**src/rtl/lcd_pkg.sv**
```systemverilog
// Shared types and constants for the character-LCD bus scheduler.
package lcd_pkg;

  localparam int CNT_W = 20;

  typedef enum logic [2:0] {
    ST_PWRUP     = 3'd0,
    ST_INIT_LOAD = 3'd1,
    ST_SETUP     = 3'd2,
    ST_PULSE     = 3'd3,
    ST_HOLD      = 3'd4,
    ST_WAIT      = 3'd5,
    ST_IDLE      = 3'd6
  } lcd_state_e;

  localparam logic [7:0] LCD_FUNC_SET = 8'h38;
  localparam logic [7:0] LCD_DISP_ON  = 8'h0C;
  localparam logic [7:0] LCD_CLEAR    = 8'h01;
  localparam logic [7:0] LCD_ENTRY    = 8'h06;

  // Clear display (0x01) and return home (0x02/0x03) need the long settle time.
  function automatic logic is_long_cmd(input logic rs, input logic [7:0] data);
    return (rs == 1'b0) && (data[7:2] == 6'd0) && (data != 8'h00);
  endfunction

  function automatic logic [7:0] init_rom(input logic [1:0] idx);
    logic [7:0] val;
    case (idx)
      2'd0:    val = LCD_FUNC_SET;
      2'd1:    val = LCD_DISP_ON;
      2'd2:    val = LCD_CLEAR;
      2'd3:    val = LCD_ENTRY;
      default: val = LCD_FUNC_SET;
    endcase
    return val;
  endfunction

endpackage

```
**src/rtl/lcd_bus_scheduler_if.sv**
```systemverilog
// Write-request handshake between the two LCD requesters and the scheduler.
interface lcd_bus_scheduler_if;
  logic [1:0]  req_valid;
  logic [1:0]  req_rs;
  logic [15:0] req_data;
  logic [1:0]  req_ack;

  modport master (output req_valid, output req_rs, output req_data, input req_ack);
  modport slave  (input req_valid, input req_rs, input req_data, output req_ack);
endinterface

```
**src/rtl/lcd_rr_arbiter.sv**
```systemverilog
// Two-way round-robin arbiter; priority passes to the requester not granted last.
module lcd_rr_arbiter (
  input  logic       clk,
  input  logic       rst_n,
  input  logic [1:0] req,
  input  logic       advance,
  output logic [1:0] grant,
  output logic       grant_any
);

  logic prio_r;

  // Combinational grant selection
  always_comb begin
    grant = 2'b00;
    if (req == 2'b11) begin
      grant = prio_r ? 2'b10 : 2'b01;
    end else begin
      grant = req;
    end
  end

  assign grant_any = |req;

  // Priority pointer, moved only when a grant is taken
  always_ff @(posedge clk or negedge rst_n) begin
    if (!rst_n) begin
      prio_r <= 1'b0;
    end else if (advance && grant_any) begin
      prio_r <= grant[0];
    end
  end

endmodule

```
**src/rtl/lcd_bus_scheduler.sv**
```systemverilog
// Owns the HD44780 bus: power-up init, round-robin write arbitration, EN timing.
module lcd_bus_scheduler
  import lcd_pkg::*;
#(
  parameter int unsigned SETUP_CYC    = 4,
  parameter int unsigned EN_CYC       = 25,
  parameter int unsigned HOLD_CYC     = 4,
  parameter int unsigned CMD_WAIT_CYC = 2500,
  parameter int unsigned CLR_WAIT_CYC = 82000,
  parameter int unsigned PWRUP_CYC    = 750000
) (
  input  logic                 CLOCK_50,
  input  logic                 RESET_N,
  lcd_bus_scheduler_if.slave   req,
  output logic                 busy,
  output logic                 init_done,
  output logic                 LCD_RS,
  output logic                 LCD_RW,
  output logic                 LCD_EN,
  output logic [7:0]           LCD_DATA
);

  lcd_state_e       state_r, next_state_s;
  logic [CNT_W-1:0] cnt_r, limit_s;
  logic             cnt_done_s;
  logic [1:0]       idx_r;
  logic             init_done_r, rs_r, en_r, busy_r;
  logic [7:0]       data_r;
  logic [1:0]       ack_r, ack_s, grant_s;
  logic             grant_any_s, take_s, load_s, ld_rs_s, idx_inc_s, done_set_s;
  logic [7:0]       ld_data_s;

  assign take_s = (state_r == ST_IDLE) && init_done_r && grant_any_s;

  lcd_rr_arbiter u_arb (
    .clk       (CLOCK_50),
    .rst_n     (RESET_N),
    .req       (req.req_valid),
    .advance   (take_s),
    .grant     (grant_s),
    .grant_any (grant_any_s)
  );

  // Dwell length of the current state
  always_comb begin
    limit_s = {{(CNT_W-1){1'b0}}, 1'b1};
    case (state_r)
      ST_PWRUP: limit_s = CNT_W'(PWRUP_CYC);
      ST_SETUP: limit_s = CNT_W'(SETUP_CYC);
      ST_PULSE: limit_s = CNT_W'(EN_CYC);
      ST_HOLD:  limit_s = CNT_W'(HOLD_CYC);
      ST_WAIT:  limit_s = is_long_cmd(rs_r, data_r) ? CNT_W'(CLR_WAIT_CYC) : CNT_W'(CMD_WAIT_CYC);
      default:  limit_s = {{(CNT_W-1){1'b0}}, 1'b1};
    endcase
  end

  assign cnt_done_s = (cnt_r == (limit_s - {{(CNT_W-1){1'b0}}, 1'b1}));

  // State register and dwell counter (counter restarts on every state change)
  always_ff @(posedge CLOCK_50 or negedge RESET_N) begin
    if (!RESET_N) begin
      state_r <= ST_PWRUP;
      cnt_r   <= '0;
    end else begin
      state_r <= next_state_s;
      cnt_r   <= (next_state_s != state_r) ? '0 : cnt_r + {{(CNT_W-1){1'b0}}, 1'b1};
    end
  end

  // Next-state logic
  always_comb begin
    next_state_s = state_r;
    case (state_r)
      ST_PWRUP:     next_state_s = cnt_done_s ? ST_INIT_LOAD : ST_PWRUP;
      ST_INIT_LOAD: next_state_s = ST_SETUP;
      ST_SETUP:     next_state_s = cnt_done_s ? ST_PULSE : ST_SETUP;
      ST_PULSE:     next_state_s = cnt_done_s ? ST_HOLD : ST_PULSE;
      ST_HOLD:      next_state_s = cnt_done_s ? ST_WAIT : ST_HOLD;
      ST_WAIT: begin
        if (!cnt_done_s) begin
          next_state_s = ST_WAIT;
        end else if (!init_done_r && (idx_r != 2'd3)) begin
          next_state_s = ST_INIT_LOAD;
        end else begin
          next_state_s = ST_IDLE;
        end
      end
      ST_IDLE:      next_state_s = take_s ? ST_SETUP : ST_IDLE;
      default:      next_state_s = ST_PWRUP;
    endcase
  end

  // Per-state actions: latch loads, acks, init bookkeeping
  always_comb begin
    ack_s      = 2'b00;
    load_s     = 1'b0;
    ld_rs_s    = 1'b0;
    ld_data_s  = 8'h00;
    idx_inc_s  = 1'b0;
    done_set_s = 1'b0;
    case (state_r)
      ST_INIT_LOAD: begin
        load_s    = 1'b1;
        ld_data_s = init_rom(idx_r);
      end
      ST_WAIT: begin
        if (cnt_done_s && !init_done_r) begin
          idx_inc_s  = (idx_r != 2'd3);
          done_set_s = (idx_r == 2'd3);
        end else begin
          idx_inc_s  = 1'b0;
          done_set_s = 1'b0;
        end
      end
      ST_IDLE: begin
        if (take_s) begin
          load_s    = 1'b1;
          ack_s     = grant_s;
          ld_rs_s   = grant_s[1] ? req.req_rs[1] : req.req_rs[0];
          ld_data_s = grant_s[1] ? req.req_data[15:8] : req.req_data[7:0];
        end else begin
          load_s = 1'b0;
        end
      end
      default: begin
        load_s = 1'b0;
      end
    endcase
  end

  // Registered outputs and write latch; EN/busy follow the upcoming state
  always_ff @(posedge CLOCK_50 or negedge RESET_N) begin
    if (!RESET_N) begin
      ack_r       <= 2'b00;
      en_r        <= 1'b0;
      busy_r      <= 1'b1;
      rs_r        <= 1'b0;
      data_r      <= 8'h00;
      idx_r       <= 2'd0;
      init_done_r <= 1'b0;
    end else begin
      ack_r  <= ack_s;
      en_r   <= (next_state_s == ST_PULSE);
      busy_r <= (next_state_s != ST_IDLE);
      if (load_s) begin
        rs_r   <= ld_rs_s;
        data_r <= ld_data_s;
      end
      if (idx_inc_s) begin
        idx_r <= idx_r + 2'd1;
      end
      if (done_set_s) begin
        init_done_r <= 1'b1;
      end
    end
  end

  assign req.req_ack = ack_r;
  assign busy        = busy_r;
  assign init_done   = init_done_r;
  assign LCD_RS      = rs_r;
  assign LCD_RW      = 1'b0;
  assign LCD_EN      = en_r;
  assign LCD_DATA    = data_r;

endmodule
```
**src/flat_wrapper.sv**
```systemverilog
// flat-port wrapper written by rule: the top's interface ports become plain ports
module lcd_bus_scheduler_flat import lcd_pkg::*;
#(
  parameter int unsigned SETUP_CYC    = 4,
  parameter int unsigned EN_CYC       = 25,
  parameter int unsigned HOLD_CYC     = 4,
  parameter int unsigned CMD_WAIT_CYC = 2500,
  parameter int unsigned CLR_WAIT_CYC = 82000,
  parameter int unsigned PWRUP_CYC    = 750000
)
  (CLOCK_50, RESET_N, busy, init_done, LCD_RS, LCD_RW, LCD_EN, LCD_DATA, req_req_valid, req_req_rs, req_req_data, req_req_ack);
  lcd_bus_scheduler_if req_i ();
  input  logic CLOCK_50;
  input  logic RESET_N;
  output logic busy;
  output logic init_done;
  output logic LCD_RS;
  output logic LCD_RW;
  output logic LCD_EN;
  output logic [7:0] LCD_DATA;
  input wire logic [$bits(req_i.req_valid)-1:0] req_req_valid;
  input wire logic [$bits(req_i.req_rs)-1:0] req_req_rs;
  input wire logic [$bits(req_i.req_data)-1:0] req_req_data;
  output wire logic [$bits(req_i.req_ack)-1:0] req_req_ack;
  assign req_i.req_valid = req_req_valid;
  assign req_i.req_rs = req_req_rs;
  assign req_i.req_data = req_req_data;
  assign req_req_ack = req_i.req_ack;
  lcd_bus_scheduler #(.SETUP_CYC(SETUP_CYC), .EN_CYC(EN_CYC), .HOLD_CYC(HOLD_CYC), .CMD_WAIT_CYC(CMD_WAIT_CYC), .CLR_WAIT_CYC(CLR_WAIT_CYC), .PWRUP_CYC(PWRUP_CYC)) u_core (.CLOCK_50(CLOCK_50), .RESET_N(RESET_N), .req(req_i), .busy(busy), .init_done(init_done), .LCD_RS(LCD_RS), .LCD_RW(LCD_RW), .LCD_EN(LCD_EN), .LCD_DATA(LCD_DATA));
endmodule
```
**config.mk**
```make
export PLATFORM = sky130hd
export DESIGN_NAME = lcd_bus_scheduler_flat
export DESIGN_NICKNAME = d
export VERILOG_FILES = /design/src/rtl/lcd_pkg.sv /design/src/rtl/lcd_bus_scheduler_if.sv /design/src/rtl/lcd_rr_arbiter.sv /design/src/rtl/lcd_bus_scheduler.sv /design/src/flat_wrapper.sv
export SDC_FILE = /design/constraint.sdc
export NUM_CORES = 1
export LEC_CHECK = 0
export ABC_AREA = 1
export CELL_PAD_IN_SITES_DETAIL_PLACEMENT = 0
export CELL_PAD_IN_SITES_GLOBAL_PLACEMENT = 1
export CORE_MARGIN = 4
export CORE_UTILIZATION = 44
export DETAILED_ROUTE_END_ITERATION = 6
export PLACE_DENSITY = 0.83
export SYNTH_ARGS = -nofsm -noshare
export SYNTH_HDL_FRONTEND = slang
export SYNTH_SLANG_ARGS = --single-unit
```
**constraint.sdc**
```tcl
create_clock -name CLOCK_50 -period 4.6 [get_ports CLOCK_50]
set_clock_uncertainty 0.2 [all_clocks]
set_input_delay 0.46 -clock CLOCK_50 [delete_from_list [all_inputs] [get_ports CLOCK_50]]
set_output_delay 0.46 -clock CLOCK_50 [all_outputs]
set_load 0.1 [all_outputs]
```
==> flow_metrics.py, run 1 <==
metrics = {
    "outcome": {
        "run_status": "finished, final reports clean",
    },
    "detailed_routing": {
        "totalWireLength_um": 6637,
        "routed_antenna_nets": 0,
        "initialDrtViolationCount": 76,
        "drt-wirelength-per-cell_um": 13.86,
        "vias": 2418,
        "drt_first_pass_iters": 4,
        "remaining_drc_errors": 0,
        "routed_via_density": 5.048,
    },
    "worst_setup_path": {
        "cpMostUsedCell": "sky130_fd_sc_hd__nand2_2",
        "timing.rr.end": "u_core.cnt_r[8]",
        "r2r_setup_slack_ns": 1.06,
        "worst_setup_path_start_kind": "flip-flop",
        "timing.critical_path.required_ns": 4.56,
        "worst_setup_path_startpoint": "u_core.LCD_DATA[4]",
        "reg2regPathDepth": 21,
        "worstSetupEndpoint": "u_core.cnt_r[8]",
        "critical_path.max_stage_delay_ns": 0.44,
        "worst_setup_path_category": "flip-flop to flip-flop",
        "critical_path.endpoint_type": "flip-flop",
        "cp_max_fo": 20,
        "crit_slowest_cell": "sky130_fd_sc_hd__nand2_2",
        "worst_r2r_startpoint": "u_core.LCD_DATA[4]",
        "path_cells": "nor2_1 > nand3_1 > o21bai_4 > inv_1 > a21oi_1 > ha_1 > nand4_4 > clkinv_4 > nand2_2 > nand2_2 > nand3_2 > nor2_2 > nand2_1 > nor2_4 > nand3_2 > nand2_2 > nand3_2 > nand2_1 > nand2_1 > nand2_2 > nor2_2",
        "arrival_ns": 3.51,
    },
    "synthesis": {
        "synth_adder_area_share_pct": 3.156,
        "synth_seq_area_share_pct": 36.11,
        "synth_top_cells_by_area": "sky130_fd_sc_hd__dfrtp_1 35%, sky130_fd_sc_hd__nand2_1 10%, sky130_fd_sc_hd__inv_1 6.6%",
        "syn_area_per_cell_sq_um": 7.562,
        "postSynthRegisterBits": 40,
        "netlist.top_cell.by_area": "sky130_fd_sc_hd__dfrtp_1",
        "synth_simple_gate_area_share_pct": 36.07,
        "cell_variety_after_synth": 42,
        "yosys.area_share.xor_xnor_pct": 6.943,
        "netlist.area_leader.share_pct": 35.17,
        "synth-warning-count": 0,
        "synthesis.area_sq_mm": 0.002775,
        "synth_compound_gate_area_share_pct": 7.800,
        "synthesis.nets": 396,
        "post_synthesis_instance_total": 367,
        "synth_top_family_by_area": "simple AND/OR/NAND/NOR gates",
        "multiplexer_share_of_the_synthesized_area_pct": 0.4058,
    },
    "global_routing": {
        "globalRoute.totalOverflow": 0,
        "gr-usage-all-layers_pct": 18.92,
        "via_count_of_the_first_global_routing_pass": 2383,
        "antenna_found_initial": 0,
        "maximum_number_of_pins_on_one_net_before_global_route_repair": 41,
        "grt_first_pass_wirelength_um": 11570,
    },
    "final_layout": {
        "share_of_cells_above_drive_strength_1_pct": 14.36,
        "mostFrequentLayoutCells": "75 x sky130_fd_sc_hd__nand2_1, 49 x sky130_fd_sc_hd__inv_1, 39 x sky130_fd_sc_hd__nor2_1, 39 x sky130_fd_sc_hd__dfrtp_1, 34 x sky130_fd_sc_hd__clkdlybuf4s50_1",
        "final_common_cell": "sky130_fd_sc_hd__nand2_1",
        "nets": 432,
        "layout.filler_cells": 608,
        "n_antenna_cell": 0,
        "layout-area-overhead-vs-synth_pct": 17.27,
        "final_area_sq_mm": 0.003254,
    },
    "timing": {
        "max_clock_freq_ghz": 0.2822,
        "finalHoldViolations": 0,
        "setup-violations-final": 0,
        "tightestPinTransition_ns": 1.008,
        "rsz0062_at_grt": "false",
        "post-route-min-period_ns": 3.544,
        "min_period_over_period_pct": 77.04,
        "setup-tns-final_ns": 0,
        "report.final.slew_viol_count": 0,
        "max_slew_headroom_at_the_worst_pin_pct": 32.56,
    },
    "clock_network": {
        "htreeDepth": 2,
        "numCtsBuffers": 5,
        "clock_path_buffers": 2,
        "clock_tree.root_cell": "sky130_fd_sc_hd__clkbuf_8",
        "postCtsSetupBuffers": 0,
        "clock_sink_count": 40,
        "clkLatencyLatePin_ns": 0.30,
        "clk_transition_reported_paths_ns": 0.08,
        "ctsResizeCount": 0,
        "tritoncts": "built",
        "post_cts_hold_buffers": 0,
    },
    "floorplan": {
        "number_of_placement_rows": 28,
        "dieHeight_um": 87.42,
        "initial_util_pct": 46.05,
        "design.die.area_sq_mm": 0.007641,
        "core_region_area_sq_mm": 0.006026,
        "io_pins": 37,
        "die-width_um": 87.42,
    },
    "place": {
        "detailed_place.area_sq_mm": 0.003169,
        "gpl.final_weighted_congestion": 0.8294,
        "buffer_ports.inserted": 35,
        "post-dp-hpwl_um": 5181,
    },
    "power_and_ir_drop": {
        "power_uw": 648.6,
        "swShare_pct": 25.63,
        "power.density_mw_per_mm2": 199.3,
        "vdd_ir_drop_max_mv": 0.1122,
        "power.combinational.fraction_pct": 9.4,
        "p_int_uw": 482.3,
        "clock_power_share_pct": 35.7,
        "net_switching_component_of_the_power_uw": 166.3,
        "power.static_leakage_nw": 1.500,
        "share_seq_of_total_power_pct": 54.8,
    },
    "worst_hold_path": {
        "hold_path_class": "primary input to async pin",
    },
    "flow_run": {
        "timing.max_cap.violations": 0,
    },
}
-- layout make-up --
cell class | instances | area (sq um) | share of cell area [%]
clock inverter | 2 | 12.51 | 0.3845
inverter | 54 | 207.7 | 6.382
sequential | 40 | 1002 | 30.80
timing repair buffer | 36 | 352.8 | 10.84
multi-input combinational | 266 | 1513 | 46.48
tap | 75 | 93.84 | 2.884
clock buffer | 6 | 72.57 | 2.230
-- power groups by stage --
stage	registers (mW)	logic, mW	clock network (mW)
after floorplan	0.379	0.0137	0
after global placement	0.363	0.0618	0
after detailed placement	0.363	0.0619	0
after CTS	0.356	0.0622	0.241
after global routing	0.356	0.0655	0.258
final	0.356	0.0613	0.232
-- stage by stage --
step                      hold slack [ns]  worst slack [ns]  std cells  util (%)
after detailed placement           0.2762             1.035        471     52.60
after global routing               0.1561            0.6999        479     54.01
after floorplan                  -0.03559             1.080        367         -
after global placement             0.2809             1.112        471     52.60
final                             0.09449             1.056        479     54.01
after CTS                          0.1177             1.022        479     54.01
-- cells by family after synthesis --
| kind of cell | after synthesis |
|---|---|
| buf+inv | 61 |
| mux | 1 |
| fa+ha+maj | 7 |
| other cells | 1 |
| xor+xnor | 22 |
| flops | 40 |
| simple gates | 202 |
| compound gates | 33 |
-- cell usage after synthesis --
| cell type | number |
|---|---|
| sky130_fd_sc_hd__o21bai_1 | 1 |
| sky130_fd_sc_hd__o211ai_1 | 5 |
| sky130_fd_sc_hd__nand3_2 | 6 |
| sky130_fd_sc_hd__nand4_4 | 1 |
| sky130_fd_sc_hd__a31o_2 | 1 |
| sky130_fd_sc_hd__xor2_1 | 18 |
| sky130_fd_sc_hd__inv_2 | 3 |
| sky130_fd_sc_hd__nor3_1 | 5 |
| sky130_fd_sc_hd__and2_1 | 1 |
| sky130_fd_sc_hd__nand2_2 | 4 |
| sky130_fd_sc_hd__clkbuf_1 | 3 |
| sky130_fd_sc_hd__xnor2_1 | 4 |
| sky130_fd_sc_hd__dfrtp_1 | 39 |
| sky130_fd_sc_hd__o21bai_4 | 1 |
| sky130_fd_sc_hd__nor3_2 | 2 |
| sky130_fd_sc_hd__o21ai_0 | 13 |
| sky130_fd_sc_hd__nand3_1 | 28 |
| sky130_fd_sc_hd__o22ai_1 | 3 |
| sky130_fd_sc_hd__clkinv_4 | 1 |
| sky130_fd_sc_hd__inv_1 | 49 |
| sky130_fd_sc_hd__nand2_4 | 1 |
| sky130_fd_sc_hd__nor2_4 | 1 |
| sky130_fd_sc_hd__o221ai_1 | 2 |
| sky130_fd_sc_hd__o21bai_2 | 1 |
| sky130_fd_sc_hd__conb_1 | 1 |
| sky130_fd_sc_hd__nor2_1 | 39 |
| sky130_fd_sc_hd__dfstp_2 | 1 |
| sky130_fd_sc_hd__and3_1 | 1 |
| sky130_fd_sc_hd__nand2_1 | 75 |
| sky130_fd_sc_hd__o21ai_1 | 1 |
| sky130_fd_sc_hd__buf_4 | 1 |
| sky130_fd_sc_hd__buf_6 | 3 |
| sky130_fd_sc_hd__a31oi_1 | 1 |
| sky130_fd_sc_hd__or2_2 | 1 |
| sky130_fd_sc_hd__a21oi_1 | 4 |
| sky130_fd_sc_hd__nand4_2 | 1 |
| sky130_fd_sc_hd__nand4_1 | 11 |
| sky130_fd_sc_hd__nand3b_1 | 2 |
| sky130_fd_sc_hd__mux2_2 | 1 |
| sky130_fd_sc_hd__ha_1 | 7 |
| sky130_fd_sc_hd__nor2_2 | 23 |
| sky130_fd_sc_hd__clkinv_1 | 1 |
-- worst max-delay path: cells and delay by family (launching register included) --
kind / cells / cell delay, ns
simple gates: 16 / 1.91
buf+inv: 2 / 0.20
compound gates: 2 / 0.38
fa+ha+maj: 1 / 0.31
flops: 1 / 0.41
-- how the worst min path moves through the flow --
stage                               endpoint  slack, ns  cells after the start
after global placement       u_core.cnt_r[0]       0.28                      1
after global routing      u_core.LCD_DATA[7]       0.16                      1
after CTS                 u_core.LCD_DATA[7]       0.12                      1
final                     u_core.LCD_DATA[4]       0.09                      1
after detailed placement     u_core.cnt_r[0]       0.28                      1
after floorplan           u_core.LCD_DATA[0]      -0.04                      0
-- sequential cells by signal (all words and copies together), names as in the netlist, 2 cells and up --
signal	cells
u_core.cnt_r	20
u_core.LCD_DATA	8
u_core.state_r	3
u_core.idx_r	2
u_core.req.req_ack	2
-- layer usage --
metal	GRT usage (%)	up-vias	share of wire, %
li1	-	1242	-
met1	25.77	1115	48
met2	31.37	53	46
met3	2.838	8	4.5
met4	4.881	0	1.2
met5	0	-	0
Note: power is estimated with default switching activity, not from simulation.
==> run 2, diff against run 1 <==
--- a/config.mk
+++ b/config.mk
@@ -9,9 +9,9 @@
 export CELL_PAD_IN_SITES_DETAIL_PLACEMENT = 0
 export CELL_PAD_IN_SITES_GLOBAL_PLACEMENT = 1
 export CORE_MARGIN = 4
-export CORE_UTILIZATION = 44
+export CORE_UTILIZATION = 37
 export DETAILED_ROUTE_END_ITERATION = 6
-export PLACE_DENSITY = 0.83
+export PLACE_DENSITY = 0.74
 export SYNTH_ARGS = -nofsm -noshare
 export SYNTH_HDL_FRONTEND = slang
 export SYNTH_SLANG_ARGS = --single-unit
==> constraint.sdc (replaced) <==
create_clock -name CLOCK_50 -period 2.9 [get_ports CLOCK_50]
set_clock_uncertainty 0.2 [all_clocks]
set_input_delay 0.29 -clock CLOCK_50 [delete_from_list [all_inputs] [get_ports CLOCK_50]]
set_output_delay 0.29 -clock CLOCK_50 [all_outputs]
set_load 0.1 [all_outputs]
==> run 2 against run 1 <==
Highest routed layer unchanged; core utilization up 0.16 points; the run now ends with setup timing left; clock-buffer cell count unchanged; via count up 6.5%; non-clock buffer count up 46; first-iteration DRC count up 29%; die area up 17%; critical path type unchanged; critical path depth down 1; sequential share of layout area down 4.5 points; global-route usage down 2.0 points; sequential power up 59%.
==> flow_metrics.py, run 2 (synthesis gave the netlist of run 1 again) <==
metrics = {
    "outcome": {
        "run_status": "finished with violations",
        "violations": "setup timing",
    },
    "flow_run": {
        "timing.max_cap.violations": 0,
    },
    "timing": {
        "min_period_over_period_pct": 108.4,
        "setup-tns-final_ns": -5.086,
        "rsz0062_at_grt": "true",
        "max_clock_freq_ghz": 0.3180,
        "post-route-min-period_ns": 3.145,
        "report.final.slew_viol_count": 0,
        "setup-violations-final": 25,
        "max_slew_headroom_at_the_worst_pin_pct": 39.02,
        "hold-worst-slack_ns": 0.2880,
        "finalWorstSetupSlack_ns": -0.2449,
        "finalHoldViolations": 0,
        "tightestPinTransition_ns": 0.9148,
    },
    "clock_network": {
        "clock_path_buffers": 2,
        "tritoncts": "built",
        "clkLatencyLatePin_ns": 0.31,
        "clock_tree.root_cell": "sky130_fd_sc_hd__clkbuf_8",
        "htreeDepth": 2,
        "clock_sink_count": 40,
        "clk_transition_reported_paths_ns": 0.08,
        "numCtsBuffers": 5,
    },
    "power_and_ir_drop": {
        "power.combinational.fraction_pct": 8.4,
        "net_switching_component_of_the_power_uw": 274.1,
        "vdd_ir_drop_max_mv": 0.1755,
        "power.static_leakage_nw": 1.801,
        "p_int_uw": 946.4,
        "power_mw": 1.220,
        "power.density_mw_per_mm2": 310.6,
        "share_seq_of_total_power_pct": 46.3,
        "swShare_pct": 22.46,
        "clock_power_share_pct": 45.2,
    },
    "worst_setup_path": {
        "timing.critical_path.required_ns": 2.93,
        "cp_max_fo": 8,
        "worst_setup_path_category": "flip-flop to flip-flop",
        "arrival_ns": 3.18,
        "worst_r2r_startpoint": "u_core.LCD_DATA[3]",
        "worst_setup_path_startpoint": "u_core.LCD_DATA[3]",
        "critical_path.endpoint_type": "flip-flop",
        "worst_setup_path_start_kind": "flip-flop",
        "timing.rr.end": "u_core.cnt_r[19]",
        "reg2regPathDepth": 20,
        "r2r_setup_slack_ns": -0.24,
    },
    "floorplan": {
        "dieHeight_um": 94.61,
        "number_of_placement_rows": 31,
        "initial_util_pct": 38.26,
        "design.die.area_sq_mm": 0.008950,
        "core_region_area_sq_mm": 0.007253,
        "io_pins": 37,
        "die-width_um": 94.61,
    },
    "final_layout": {
        "largest_register_ff_count": 20,
        "final_area_sq_mm": 0.003929,
        "final_common_cell": "sky130_fd_sc_hd__nand2_1",
        "mostFrequentLayoutCells": "72 x sky130_fd_sc_hd__nand2_1, 56 x sky130_fd_sc_hd__buf_4, 47 x sky130_fd_sc_hd__inv_1",
        "nets": 478,
        "largest-register": "u_core.cnt_r",
        "share_of_cells_above_drive_strength_1_pct": 32.67,
        "seq_area_sq_mm": 0.001033,
        "multi_input_gate_area_in_the_final_layout_sq_mm": 0.001717,
        "layout.filler_cells": 713,
        "layout-area-overhead-vs-synth_pct": 41.57,
        "n_antenna_cell": 0,
    },
    "worst_hold_path": {
        "min_delay_worst_endpoint": "u_core.cnt_r[0]",
        "hold_path_class": "flip-flop to flip-flop",
        "hold-path-cell-count": 1,
        "hp-start": "u_core.cnt_r[0]",
    },
    "detailed_routing": {
        "drt-wirelength-per-cell_um": 13.42,
        "remaining_drc_errors": 0,
        "routed_antenna_nets": 0,
        "drt_first_pass_iters": 4,
        "m1WireLength_um": 3435,
        "top_layer_used": "met4",
        "route.met3.wl_um": 329,
        "routed_via_density": 4.692,
        "vias": 2576,
        "route.met2.wl_um": 3497,
        "totalWireLength_um": 7366,
        "initialDrtViolationCount": 98,
    },
    "global_routing": {
        "antenna_found_initial": 0,
        "maximum_number_of_pins_on_one_net_before_global_route_repair": 41,
        "grt_first_pass_wirelength_um": 11850,
        "globalRoute.totalOverflow": 0,
        "gr-usage-all-layers_pct": 16.89,
        "via_count_of_the_first_global_routing_pass": 2506,
    },
    "place": {
        "buffer_ports.inserted": 35,
        "place_ws_ns": -0.2787,
        "gpl.final_weighted_congestion": 0.8256,
        "detailed_place.area_sq_mm": 0.003507,
        "post-dp-hpwl_um": 5548,
    },
}
[run 2: cell types whose count changed in the layout (fill, tap and decap cells not counted), moves of 3 or more]
cell and delta:
sky130_fd_sc_hd__nand3_2 +6, sky130_fd_sc_hd__nand2_1 -3, sky130_fd_sc_hd__clkdlybuf4s50_1 -14, sky130_fd_sc_hd__nor2_2 -8
sky130_fd_sc_hd__nor2_1 -6, sky130_fd_sc_hd__buf_4 +55, sky130_fd_sc_hd__nor2_4 +14, sky130_fd_sc_hd__dfrtp_4 +8
sky130_fd_sc_hd__nand3_1 -7, sky130_fd_sc_hd__dfrtp_1 -9
[run 2: power groups by stage]
stage               Clock (mW)  Sequential [mW]  Combinational, mW
CTS                      0.568            0.566              0.104
global route             0.596            0.566              0.110
global placement             0            0.577              0.101
floorplan                    0            0.604             0.0216
detailed placement           0            0.577              0.100
finish                   0.552            0.566              0.103
[run 2: worst max-delay path, stage by stage, from the launching register on]
cell and delay, ns:
sky130_fd_sc_hd__dfrtp_4 0.50, sky130_fd_sc_hd__nor2_4 0.14, sky130_fd_sc_hd__nand3_4 0.10, sky130_fd_sc_hd__o21bai_4 0.16, sky130_fd_sc_hd__inv_2 0.07, sky130_fd_sc_hd__a21oi_4 0.13, sky130_fd_sc_hd__ha_4 0.17, sky130_fd_sc_hd__buf_4 0.12
sky130_fd_sc_hd__nand4_4 0.15, sky130_fd_sc_hd__clkinv_4 0.09, sky130_fd_sc_hd__buf_4 0.11, sky130_fd_sc_hd__o21bai_2 0.06, sky130_fd_sc_hd__nand3_1 0.09, sky130_fd_sc_hd__nor3_2 0.04, sky130_fd_sc_hd__buf_4 0.15, sky130_fd_sc_hd__nand2_1 0.06
sky130_fd_sc_hd__nand2_1 0.06, sky130_fd_sc_hd__a31oi_1 0.32, sky130_fd_sc_hd__nand2_4 0.13, sky130_fd_sc_hd__clkbuf_16 0.19, sky130_fd_sc_hd__nor2_4 0.06
[run 2: stage by stage]
step,cells,utilization [%]
2_1_floorplan,367,-
3_3_place_gp,531,48.35
3_5_place_dp,531,48.35
4_1_cts,543,51.04
5_1_grt,549,54.17
6_report,549,54.17
[run 2: area by class of cell]
type	count	area share (%)
Sequential cell	40	26.31
Multi-Input combinational cell	266	43.69
Clock inverter	2	1.529
Tap cell	99	3.153
Timing Repair Buffer	82	18.12
Inverter	54	5.350
Clock buffer	6	1.847
[run 2: timing repair]
action,CTS,global route
endpoints found under the setup margin,27,28
hold buffers,1,0
resized for setup,6,33
pin swaps,4,13
hold endpoints to repair,39,0
setup buffers,3,5
gates cloned,0,1
[run 2: per-layer routing]
| layer | vias to the layer above | GRT usage (%) |
|---|---|---|
| met5 | - | 0 |
| met4 | 0 | 5.649 |
| met3 | 8 | 2.869 |
| met2 | 51 | 29.13 |
| met1 | 1181 | 21.29 |
| li1 | 1336 | - |
[run 2: worst max path at each step]
| stage | end | cells after the start |
|---|---|---|
| 5_1_grt | u_core.cnt_r[4] | 21 |
| 6_report | u_core.cnt_r[19] | 20 |
| 2_1_floorplan | u_core.cnt_r[6] | 22 |
| 3_3_place_gp | u_core.cnt_r[11] | 20 |
| 3_5_place_dp | u_core.cnt_r[12] | 21 |
| 4_1_cts | u_core.cnt_r[13] | 21 |
==> run 3, diff against run 2 <==
--- a/config.mk
+++ b/config.mk
@@ -6,12 +6,10 @@
 export NUM_CORES = 1
 export LEC_CHECK = 0
 export ABC_AREA = 1
-export CELL_PAD_IN_SITES_DETAIL_PLACEMENT = 0
-export CELL_PAD_IN_SITES_GLOBAL_PLACEMENT = 1
 export CORE_MARGIN = 4
-export CORE_UTILIZATION = 37
+export CORE_UTILIZATION = 50
 export DETAILED_ROUTE_END_ITERATION = 6
-export PLACE_DENSITY = 0.74
+export PLACE_DENSITY = 0.73
 export SYNTH_ARGS = -nofsm -noshare
 export SYNTH_HDL_FRONTEND = slang
 export SYNTH_SLANG_ARGS = --single-unit
==> run 3 against run 2 <==
The flow still finishes with violations (setup timing); sequential power about the same; clock power down 32%; die area down 24%; register-to-register slack worse by 0.12 ns; maximum frequency down 3.7%; sequential share of layout area up 0.43 points; combinational power about the same; critical endpoint is now u_core.cnt_r[6]; first-iteration DRC count up 50%; largest power group unchanged.
==> flow_metrics.py, run 3 (synthesis gave the netlist of run 1 again) <==
metrics = {
    "outcome": {
        "run_status": "finished with violations",
        "violations": "setup timing",
    },
    "place": {
        "place_ws_ns": -0.1831,
        "post-dp-hpwl_um": 5161,
        "placed_instances": 496,
        "buffer_ports.inserted": 35,
        "gpl.final_weighted_congestion": 0.9328,
        "detailed_place.area_sq_mm": 0.003413,
    },
    "clock_network": {
        "clock_tree.root_cell": "sky130_fd_sc_hd__clkbuf_8",
        "htreeDepth": 2,
        "clkLatencyLatePin_ns": 0.29,
        "clock_sink_count": 40,
        "numCtsBuffers": 5,
        "clk_transition_reported_paths_ns": 0.07,
        "tritoncts": "built",
        "clock_path_buffers": 2,
    },
    "detailed_routing": {
        "totalWireLength_um": 7381,
        "vias": 2727,
        "drt_first_pass_iters": 4,
        "initialDrtViolationCount": 147,
        "remaining_drc_errors": 0,
        "routed_antenna_nets": 0,
        "routed_via_density": 5.285,
        "drt-wirelength-per-cell_um": 14.30,
    },
    "timing": {
        "finalHoldViolations": 0,
        "post-route-min-period_ns": 3.266,
        "max_clock_freq_ghz": 0.3061,
        "rsz0062_at_grt": "true",
        "max_slew_headroom_at_the_worst_pin_pct": 41.24,
        "report.final.slew_viol_count": 0,
        "min_period_over_period_pct": 112.6,
        "tightestPinTransition_ns": 0.8814,
        "setup-violations-final": 27,
        "finalWorstSetupSlack_ns": -0.3665,
    },
    "final_layout": {
        "nets": 474,
        "finalNonFillerCells": 516,
        "largest-register": "u_core.cnt_r",
        "share_of_cells_above_drive_strength_1_pct": 32.51,
        "largest_register_ff_count": 20,
        "final_common_cell": "sky130_fd_sc_hd__nand2_1",
        "final_area_sq_mm": 0.003866,
        "mostFrequentLayoutCells": "70 x sky130_fd_sc_hd__nand2_1, 52 x sky130_fd_sc_hd__buf_4, 46 x sky130_fd_sc_hd__inv_1",
        "layout-area-overhead-vs-synth_pct": 39.31,
        "n_antenna_cell": 0,
    },
    "worst_setup_path": {
        "worst_setup_path_category": "flip-flop to flip-flop",
        "critical_path.endpoint_type": "flip-flop",
        "critical_path.max_stage_delay_ns": 0.49,
        "worst_r2r_startpoint": "u_core.LCD_DATA[2]",
        "worst_setup_path_start_kind": "flip-flop",
        "timing.critical_path.depth": 21,
        "crit_slowest_cell": "sky130_fd_sc_hd__dfrtp_4",
        "cp_max_fo": 5,
        "arrival_ns": 3.24,
        "cp_top_family": "simple AND/OR/NAND/NOR gates",
        "timing.rr.end": "u_core.cnt_r[6]",
        "timing.critical_path.required_ns": 2.88,
        "path_cells": "nor2_4 > nand3_4 > o21bai_4 > inv_2 > a21oi_4 > ha_4 > xnor2_4 > nor2_2 > buf_4 > nand2_2 > nor2_1 > nand2_1 > nor2_1 > nand4_1 > nor2_1 > nand4_1 > nor2_1 > a31oi_1 > nand2_8 > buf_12 > nor2_4",
        "crit_buf_inv": 3,
        "cpMostUsedCell": "sky130_fd_sc_hd__nor2_1",
        "reg2regPathDepth": 21,
        "r2r_setup_slack_ns": -0.37,
    },
    "worst_hold_path": {
        "hold_path_class": "flip-flop to flip-flop",
        "hold-path-cell-count": 1,
        "min_delay_worst_endpoint": "u_core.cnt_r[0]",
        "hp-start": "u_core.cnt_r[0]",
    },
    "floorplan": {
        "die-width_um": 82.50,
        "dieHeight_um": 82.50,
        "number_of_placement_rows": 26,
        "initial_util_pct": 52.99,
        "core_region_area_sq_mm": 0.005238,
        "design.die.area_sq_mm": 0.006806,
        "io_pins": 37,
    },
    "power_and_ir_drop": {
        "power.static_leakage_nw": 1.778,
        "vdd_ir_drop_max_mv": 0.1908,
        "power.density_mw_per_mm2": 269.0,
    },
    "global_routing": {
        "via_count_of_the_first_global_routing_pass": 2701,
        "antenna_found_initial": 0,
        "gr-usage-all-layers_pct": 23.28,
        "maximum_number_of_pins_on_one_net_before_global_route_repair": 41,
        "globalRoute.totalOverflow": 0,
        "grt_first_pass_wirelength_um": 12090,
    },
    "flow_run": {
        "timing.max_cap.violations": 0,
    },
}
==> run 3: report_power, final <==
group / total, mW / leakage (nW) / internal, mW / switching (mW)
logic: 0.101 / 1.25 / 0.0372 / 0.0636
clock network: 0.373 / 0.0455 / 0.194 / 0.179
registers: 0.566 / 0.484 / 0.564 / 0.00213
total: 1.04 / 1.78 / 0.795 / 0.245
==> run 3: layout make-up <==
cell class | count | area (sq um)
tap | 70 | 87.58
inverter | 54 | 210.2
fill | 406 | 1371
clock buffer | 8 | 90.09
sequential | 40 | 1033
timing repair buffer | 78 | 705.7
multi-input combinational | 266 | 1739
==> run 3: routing by layer <==
metal  global-route usage, %  vias up  share of wire (%)
li1                        -     1325                  -
met1                   27.15     1303                 40
met2                   42.55       79                 51
met3                   4.013       20                5.8
met4                   8.333        0                2.9
met5                       0        -                  0
==> run 3: what timing repair did <==
action                                  CTS  global route
endpoints found under the setup margin   24            28
buffers inserted                          4             4
hold buffers                              1             0
pin swaps                                 9            22
cloned                                    2             1
resized for setup                        19            26
hold endpoints to repair                 39             0
==> run 3: stage by stage <==
| stage | hold slack [ns] | utilization (%) | setup TNS [ns] | power (mW) |
|---|---|---|---|---|
| finish | 0.2855 | 73.82 | -7.759 | 1.040 |
| global route | 0.3023 | 73.82 | -11.37 | 1.096 |
| CTS | 0.2909 | 70.38 | -3.515 | 1.061 |
| detailed placement | 0.2560 | 65.17 | -3.530 | 0.6763 |
| global placement | 0.2567 | 65.17 | -2.343 | 0.6752 |
| floorplan | -0.2056 | - | -3.573 | 0.6258 |
==> run 3: worst register-to-register path, cell delays in order, from the launching register on <==
cell and delay, ns:
sky130_fd_sc_hd__dfrtp_4 0.49, sky130_fd_sc_hd__nor2_4 0.14, sky130_fd_sc_hd__nand3_4 0.09, sky130_fd_sc_hd__o21bai_4 0.15
sky130_fd_sc_hd__inv_2 0.06, sky130_fd_sc_hd__a21oi_4 0.13, sky130_fd_sc_hd__ha_4 0.23, sky130_fd_sc_hd__xnor2_4 0.13
sky130_fd_sc_hd__nor2_2 0.13, sky130_fd_sc_hd__buf_4 0.13, sky130_fd_sc_hd__nand2_2 0.04, sky130_fd_sc_hd__nor2_1 0.13
sky130_fd_sc_hd__nand2_1 0.08, sky130_fd_sc_hd__nor2_1 0.10, sky130_fd_sc_hd__nand4_1 0.09, sky130_fd_sc_hd__nor2_1 0.10
sky130_fd_sc_hd__nand4_1 0.13, sky130_fd_sc_hd__nor2_1 0.11, sky130_fd_sc_hd__a31oi_1 0.10, sky130_fd_sc_hd__nand2_8 0.19
sky130_fd_sc_hd__buf_12 0.16, sky130_fd_sc_hd__nor2_4 0.04
==> run 3: how the worst max path moves through the flow <==
stage,from,endpoint,slack [ns]
after global routing,u_core.LCD_DATA[2],u_core.cnt_r[2],-0.50
after floorplan,u_core.LCD_DATA[2],u_core.cnt_r[6],-0.18
after detailed placement,u_core.LCD_DATA[2],u_core.cnt_r[3],-0.18
after CTS,u_core.LCD_DATA[3],u_core.cnt_r[0],-0.18
final,u_core.LCD_DATA[2],u_core.cnt_r[6],-0.37
after global placement,u_core.LCD_DATA[2],u_core.cnt_r[6],-0.12
